[src/rtl/conf_int_mac_pkg.sv]
// Shared definitions for the configurable-precision integer MAC pipeline:
// precision-mode encodings and the operand split width check.
package conf_int_mac_pkg;

    typedef enum logic [1:0] {
        PREC_FULL    = 2'd0,   // all four partial products
        PREC_NO_LL   = 2'd1,   // low x low product dropped
        PREC_HH_ONLY = 2'd2,   // only the high x high product kept
        PREC_RSVD    = 2'd3    // reserved, treated as full precision
    } prec_e;

    localparam int PN_MIN = 32'sd1;

    // The low part must be at least one bit and both low parts together
    // must leave at least one high bit in the operand.
    function automatic bit split_widths_ok(input int op_bits, input int pn);
        return (pn >= PN_MIN) && ((pn + pn) < op_bits);
    endfunction

endpackage

[src/rtl/conf_int_mac_pipe_if.sv]
// Handshake and data bundle of the MAC pipeline: input transaction side
// (valid/ready, operands, mode) and result side (valid/ready, d).
interface conf_int_mac_pipe_if #(
    parameter int OP_BITWIDTH = 32
);
    logic                   in_valid;
    logic                   in_ready;
    logic [OP_BITWIDTH-1:0] a;
    logic [OP_BITWIDTH-1:0] b;
    logic [OP_BITWIDTH-1:0] c;
    logic [1:0]             prec;
    logic                   acc_mode;
    logic                   out_valid;
    logic                   out_ready;
    logic [OP_BITWIDTH-1:0] d;

    modport master (
        output in_valid, a, b, c, prec, acc_mode, out_ready,
        input  in_ready, out_valid, d
    );

    modport slave (
        input  in_valid, a, b, c, prec, acc_mode, out_ready,
        output in_ready, out_valid, d
    );
endinterface

[src/rtl/conf_int_mac_pp.sv]
// Combinational operand split and the four partial products, masked by the
// precision mode. Products are kept OP_BITWIDTH wide: every bit above that
// would be shifted out of the truncated sum anyway.
module conf_int_mac_pp
    import conf_int_mac_pkg::*;
#(
    parameter int OP_BITWIDTH = 32,
    parameter int Pn          = 4
) (
    input  logic [OP_BITWIDTH-1:0] a,
    input  logic [OP_BITWIDTH-1:0] b,
    input  prec_e                  prec,
    output logic [OP_BITWIDTH-1:0] ll,
    output logic [OP_BITWIDTH-1:0] hl,
    output logic [OP_BITWIDTH-1:0] lh,
    output logic [OP_BITWIDTH-1:0] hh
);
    logic [OP_BITWIDTH-1:0] a_lo_s, a_hi_s, b_lo_s, b_hi_s;
    logic [OP_BITWIDTH-1:0] ll_raw_s, hl_raw_s, lh_raw_s, hh_raw_s;

    assign a_lo_s = {{(OP_BITWIDTH-Pn){1'b0}}, a[Pn-1:0]};
    assign a_hi_s = {{Pn{1'b0}}, a[OP_BITWIDTH-1:Pn]};
    assign b_lo_s = {{(OP_BITWIDTH-Pn){1'b0}}, b[Pn-1:0]};
    assign b_hi_s = {{Pn{1'b0}}, b[OP_BITWIDTH-1:Pn]};

    assign ll_raw_s = a_lo_s * b_lo_s;
    assign hl_raw_s = a_hi_s * b_lo_s;
    assign lh_raw_s = a_lo_s * b_hi_s;
    assign hh_raw_s = a_hi_s * b_hi_s;

    // Drop the partial products the selected precision mode excludes.
    always_comb begin
        ll = ll_raw_s;
        hl = hl_raw_s;
        lh = lh_raw_s;
        hh = hh_raw_s;
        case (prec)
            PREC_FULL, PREC_RSVD: begin
                ll = ll_raw_s;
            end
            PREC_NO_LL: begin
                ll = {OP_BITWIDTH{1'b0}};
            end
            PREC_HH_ONLY: begin
                ll = {OP_BITWIDTH{1'b0}};
                hl = {OP_BITWIDTH{1'b0}};
                lh = {OP_BITWIDTH{1'b0}};
            end
            default: begin
                ll = ll_raw_s;
            end
        endcase
    end
endmodule

[src/rtl/conf_int_mac_pipe.sv]
// Two-stage pipelined configurable-precision integer MAC.
// Stage 1 registers the masked partial products, stage 2 sums them with the
// addend (c, or the previous result d in accumulate mode) into d.
// Build option: define CONF_INT_MAC_SAT_EN for an unsigned-saturating final
// add; otherwise the add wraps modulo 2^OP_BITWIDTH.
module conf_int_mac_pipe
    import conf_int_mac_pkg::*;
#(
    parameter int OP_BITWIDTH = 32,
    parameter int Pn          = 4
) (
    input  logic                clk,
    input  logic                rst,
    conf_int_mac_pipe_if.slave  bus
);
    if (!split_widths_ok(OP_BITWIDTH, Pn)) begin : g_bad_split
        $error("conf_int_mac_pipe: illegal Pn for OP_BITWIDTH");
    end

    logic [OP_BITWIDTH-1:0] ll_s, hl_s, lh_s, hh_s;
    logic [OP_BITWIDTH-1:0] ll_r, hl_r, lh_r, hh_r, c_r;
    logic                   acc_r;
    logic                   s1_valid_r;
    logic [OP_BITWIDTH-1:0] d_r;
    logic                   out_valid_r;

    logic                   s2_adv_s;
    logic                   in_ready_s;
    logic                   accept_s;
    logic [OP_BITWIDTH-1:0] mul_s;
    logic [OP_BITWIDTH-1:0] addend_s;
    logic [OP_BITWIDTH-1:0] result_s;

    conf_int_mac_pp #(
        .OP_BITWIDTH (OP_BITWIDTH),
        .Pn          (Pn)
    ) u_pp (
        .a    (bus.a),
        .b    (bus.b),
        .prec (prec_e'(bus.prec)),
        .ll   (ll_s),
        .hl   (hl_s),
        .lh   (lh_s),
        .hh   (hh_s)
    );

    // Stage 2 moves when it has data and the output register is free;
    // stage 1 accepts when empty or draining into stage 2.
    assign s2_adv_s   = s1_valid_r & (~out_valid_r | bus.out_ready);
    assign in_ready_s = ~s1_valid_r | s2_adv_s;
    assign accept_s   = bus.in_valid & in_ready_s;

    assign bus.in_ready  = in_ready_s;
    assign bus.out_valid = out_valid_r;
    assign bus.d         = d_r;

    // Stage 1: capture masked partial products, addend and mode on accept.
    always_ff @(posedge clk or posedge rst) begin
        if (rst) begin
            s1_valid_r <= 1'b0;
            ll_r       <= {OP_BITWIDTH{1'b0}};
            hl_r       <= {OP_BITWIDTH{1'b0}};
            lh_r       <= {OP_BITWIDTH{1'b0}};
            hh_r       <= {OP_BITWIDTH{1'b0}};
            c_r        <= {OP_BITWIDTH{1'b0}};
            acc_r      <= 1'b0;
        end else if (accept_s) begin
            s1_valid_r <= 1'b1;
            ll_r       <= ll_s;
            hl_r       <= hl_s;
            lh_r       <= lh_s;
            hh_r       <= hh_s;
            c_r        <= bus.c;
            acc_r      <= bus.acc_mode;
        end else if (s2_adv_s) begin
            s1_valid_r <= 1'b0;
        end else begin
            s1_valid_r <= s1_valid_r;
        end
    end

    // Recombine the partial products, truncated to the operand width.
    always_comb begin
        mul_s = (hh_r << (Pn + Pn)) + (hl_r << Pn) + (lh_r << Pn) + ll_r;
        if (acc_r) begin
            addend_s = d_r;
        end else begin
            addend_s = c_r;
        end
    end

`ifdef CONF_INT_MAC_SAT_EN
    logic [OP_BITWIDTH:0] sum_s;

    // Saturating add: a carry out clamps the result to all ones.
    always_comb begin
        sum_s = {1'b0, mul_s} + {1'b0, addend_s};
        if (sum_s[OP_BITWIDTH]) begin
            result_s = {OP_BITWIDTH{1'b1}};
        end else begin
            result_s = sum_s[OP_BITWIDTH-1:0];
        end
    end
`else
    // Wrapping add modulo 2^OP_BITWIDTH.
    always_comb begin
        result_s = mul_s + addend_s;
    end
`endif

    // Stage 2 / output register: d doubles as the accumulator and keeps its
    // value after being consumed.
    always_ff @(posedge clk or posedge rst) begin
        if (rst) begin
            d_r         <= {OP_BITWIDTH{1'b0}};
            out_valid_r <= 1'b0;
        end else if (s2_adv_s) begin
            d_r         <= result_s;
            out_valid_r <= 1'b1;
        end else if (bus.out_ready) begin
            out_valid_r <= 1'b0;
        end else begin
            out_valid_r <= out_valid_r;
        end
    end
endmodule

[src/flat_wrapper.sv]
// flat-port wrapper written by rule: the top's interface ports become plain ports
module conf_int_mac_pipe_flat import conf_int_mac_pkg::*;
#(
    parameter int OP_BITWIDTH = 32,
    parameter int Pn          = 4
)
  (clk, rst, bus_in_valid, bus_a, bus_b, bus_c, bus_prec, bus_acc_mode, bus_out_ready, bus_in_ready, bus_out_valid, bus_d);
  conf_int_mac_pipe_if #(.OP_BITWIDTH(OP_BITWIDTH)) bus_i ();
  input  logic clk;
  input  logic rst;
  input wire logic [$bits(bus_i.in_valid)-1:0] bus_in_valid;
  input wire logic [$bits(bus_i.a)-1:0] bus_a;
  input wire logic [$bits(bus_i.b)-1:0] bus_b;
  input wire logic [$bits(bus_i.c)-1:0] bus_c;
  input wire logic [$bits(bus_i.prec)-1:0] bus_prec;
  input wire logic [$bits(bus_i.acc_mode)-1:0] bus_acc_mode;
  input wire logic [$bits(bus_i.out_ready)-1:0] bus_out_ready;
  output wire logic [$bits(bus_i.in_ready)-1:0] bus_in_ready;
  output wire logic [$bits(bus_i.out_valid)-1:0] bus_out_valid;
  output wire logic [$bits(bus_i.d)-1:0] bus_d;
  assign bus_i.in_valid = bus_in_valid;
  assign bus_i.a = bus_a;
  assign bus_i.b = bus_b;
  assign bus_i.c = bus_c;
  assign bus_i.prec = bus_prec;
  assign bus_i.acc_mode = bus_acc_mode;
  assign bus_i.out_ready = bus_out_ready;
  assign bus_in_ready = bus_i.in_ready;
  assign bus_out_valid = bus_i.out_valid;
  assign bus_d = bus_i.d;
  conf_int_mac_pipe #(.OP_BITWIDTH(OP_BITWIDTH), .Pn(Pn)) u_core (.clk(clk), .rst(rst), .bus(bus_i));
endmodule
[config.mk]
export PLATFORM = sky130hd
export DESIGN_NAME = conf_int_mac_pipe_flat
export DESIGN_NICKNAME = d
export VERILOG_FILES = /design/src/rtl/conf_int_mac_pkg.sv /design/src/rtl/conf_int_mac_pipe_if.sv /design/src/rtl/conf_int_mac_pp.sv /design/src/rtl/conf_int_mac_pipe.sv /design/src/flat_wrapper.sv
export SDC_FILE = /design/constraint.sdc
export NUM_CORES = 2
export LEC_CHECK = 0
export ABC_AREA = 1
export CORE_AREA = 4 4 217 219
export DETAILED_ROUTE_END_ITERATION = 10
export DIE_AREA = 0 0 221 223
export PLACE_DENSITY_LB_ADDON = 0.12
export SLEW_MARGIN = 20
export SYNTH_ARGS = -nofsm -noshare
export SYNTH_HDL_FRONTEND = slang
export SYNTH_SLANG_ARGS = --single-unit
[constraint.sdc]
create_clock -name clk -period 6.15 [get_ports clk]
set_input_delay 1.845 -clock clk [delete_from_list [all_inputs] [get_ports clk]]
set_output_delay 1.845 -clock clk [all_outputs]
set_load 0.02 [all_outputs]
==> metrics.csv <==
metric;value;unit
status;finished with violations;
violations;setup timing;
clk_pin_slew;0.07;ns
cpPeakStageDelay;0.63;ns
synth_fp_nets;4157;
drt_iter0_drc;1600;
clock-sinks;155;
wl_per_cell;17.9;µm
final_common_cell;nand2_1;
track_usage;0.319;
cts_buffers;17;
timing.final.ws_setup;-0.779;ns
slew_headroom;0.303;
fin_nets;4474;
initial_core_util;0.566;
grt_pass1_vias;24388;
top_usage_layer;met2;
die_width;221;µm
grt-ovfl-total;0;
clock_path_buffers;2;
hpwl;63.1;mm
final_cells;4426;
seq_area_frac_synth;0.152;
yosysWarnings;0;
syn_area;25500;µm²
grt_max_degree;98;
drc;0;
diodes;0;
yosys.cell_types.count;57;
synthArstFlopShare;1.00;
endpoint_kind;flop;
crit_path_frequent_cell;fa_1;
totalWireLength;79.3;mm
worst_path_max_delay_cell;fa_1;
drv_cap;0;
ios;137;
viasPerCell;5.34;
finalCriticalPeriod;6.93;ns
critPathRequiredTime;6.50;ns
fin_skew;0.0138;ns
r2r_start;u_core.acc_r;
critPathLaunch;bus_b[6];
timing.final.crit_share;1.13;
critPathBufInv;8;
drive_gt1_frac;0.173;
path_class;input port to flop;
clk_latency;0.47;ns
drv_slew;0;
rsz0062_at_grt;yes;
drt_pre_antenna_iters;7;
met1_usage;0.386;
dr_total_vias;23649;
finalSetupViolCount;14;
synth-seq-cells;155;
port_buffers;136;
cts_tree;built;
ant_nets;0;
area_growth;24.1;%
htree_levels;4;
hold_start;u_core.c_r[4];
fp-row-count;78;
grt_pass1_wl;126;mm
hold_viol;0;
core_area;45100;µm²
startpoint_type;input port;
layout_common_cells;nand2_1, inv_1, fa_1;
critical-path-top-delay-family;adder cells;
pre_cts_ws;-1.68;ns
die_h;223;µm
tightest_slew;1.04;ns
fp.dieArea;49300;µm²
min_path_type;flop to flop;
antenna_found_initial;0;
cp_max_fo;6;
ys.flop_type;dfrtp_1;
root_buffer;clkbuf_16;
clock.fmax;144;MHz
synth_edf_count;0;
routabilityCongestion;0.996;
synth_cells;3496;
grt_use_met2;0.577;
crit_arrival;7.28;ns
syn_avg_cell_area;7.30;µm²
dp.cells;4293;
grt_use_met3;0.0387;
worstPathCellList;buf_8, buf_12, nand2_4, inv_2, fa_1, fa_1, inv_2, fa_1, inv_2, fa_1, fa_1, fa_1, inv_1, fa_1, inv_2, ha_4, inv_4, nor3_4, nand2_2, or2_1, o311ai_2, nand3_1, nand3_1, nand2_1;
## routing by layer
| metal | part of all wire | vias up |
|---|---|---|
| met3 | 0.050 | 237 |
| met1 | 0.39 | 11473 |
| met4 | 0.049 | 0 |
| met2 | 0.51 | 819 |
| met5 | 0 | - |
| li1 | - | 11120 |
## cells by family after synthesis
logic type      count (synthesis)  share of synthesized area
simple gates                 1387                      0.217
mux                             1                   0.000441
compound gates                413                     0.0935
fa+ha+maj                     558                      0.382
xor+xnor                       38                     0.0130
flops                         155                      0.152
buf+inv                       944                      0.142
## final timing paths
path	endpoint	slack, ns	cells after the start
max reg2reg	u_core.bus.d[31]	1.67	13
max	u_core.hh_r[23]	-0.78	24
min in group asynchronous	u_core.s1_valid_r	1.94	2
min	u_core.c_r[4]	0.48	2
min reg2reg	u_core.c_r[4]	0.48	2
max in group asynchronous	u_core.hh_r[11]	3.15	3
## metrics by stage
step | hold WS (ns) | setup TNS, ns | area, µm² | util
finish | 0.483 | -7.38 | 31700 | 0.703
CTS | 0.490 | -6.31 | 31100 | 0.690
floorplan | 0.445 | -7.23 | 26200 | -
detailed placement | 0.470 | -22.49 | 29200 | 0.647
global placement | 0.469 | -21.02 | 29200 | 0.647
global route | 0.526 | -9.53 | 31700 | 0.703
## flip-flops by register name, indices dropped and copies added (netlist names)
register and flops:
u_core.hh_r 24, u_core.c_r 32, u_core.s1_valid_r 1, u_core.acc_r 1, u_core.bus.d 32, u_core.lh_r 28
u_core.ll_r 8, u_core.bus.out_valid 1, u_core.hl_r 28
## area by class of cell
type,instances,area [µm²]
clock inverter,14,155
multi-input combinational,2397,19000
fill,3728,13400
tap,600,751
sequential,155,3880
inverter,806,3040
timing repair buffer,436,4440
clock buffer,18,439
## what timing repair did
action / CTS / global route
pin swaps: 130 / 101
endpoints found under the hold margin: 0 / 0
cloned: 9 / 0
setup endpoints to repair: 16 / 15
gates resized for setup: 378 / 162
hold buffers: 0 / 0
setup buffers: 68 / 34
## tightest hold or removal path: cells and delay by family, from the launching register on
kind             cells  cell delay, ns
and+or+nand+nor      2            0.10
DFF                  1            0.34
## cells in the mapped netlist (4+ instances only)
cell type     n  area share
inv_2         7      0.0010
a31oi_1      23      0.0056
o31ai_1       9      0.0026
buf_4         9      0.0026
xnor2_1      19      0.0065
a21o_1       10      0.0029
and2_1        8      0.0020
a31o_2        5      0.0017
nor2_1      124       0.018
nand2_1    1077        0.16
o21ai_1      22      0.0043
a21oi_2       7      0.0024
nand3b_1      7      0.0021
nand4_1      18      0.0044
or2_1         4     0.00098
dfrtp_1     155        0.15
a21boi_2      4      0.0018
buf_2        16      0.0031
nand3_1     101       0.020
ha_1        188       0.092
xor2_1       19      0.0065
or2_2        13      0.0032
nor3_1       16      0.0031
nand2_2       9      0.0022
fa_1        370        0.29
a21oi_1     110       0.022
nor2_2        4     0.00098
inv_1       797        0.12
a22o_1        7      0.0024
o21bai_1      7      0.0021
o21ai_0     176       0.034
o211ai_1      6      0.0018
a21boi_1      4      0.0012
clkbuf_1     89       0.013
a32o_1        4      0.0016
buf_1        19      0.0028
Power is left out: the tool's default activity adds up to more than one toggle a clock period on the data nets, which glitch-free logic cannot reach.
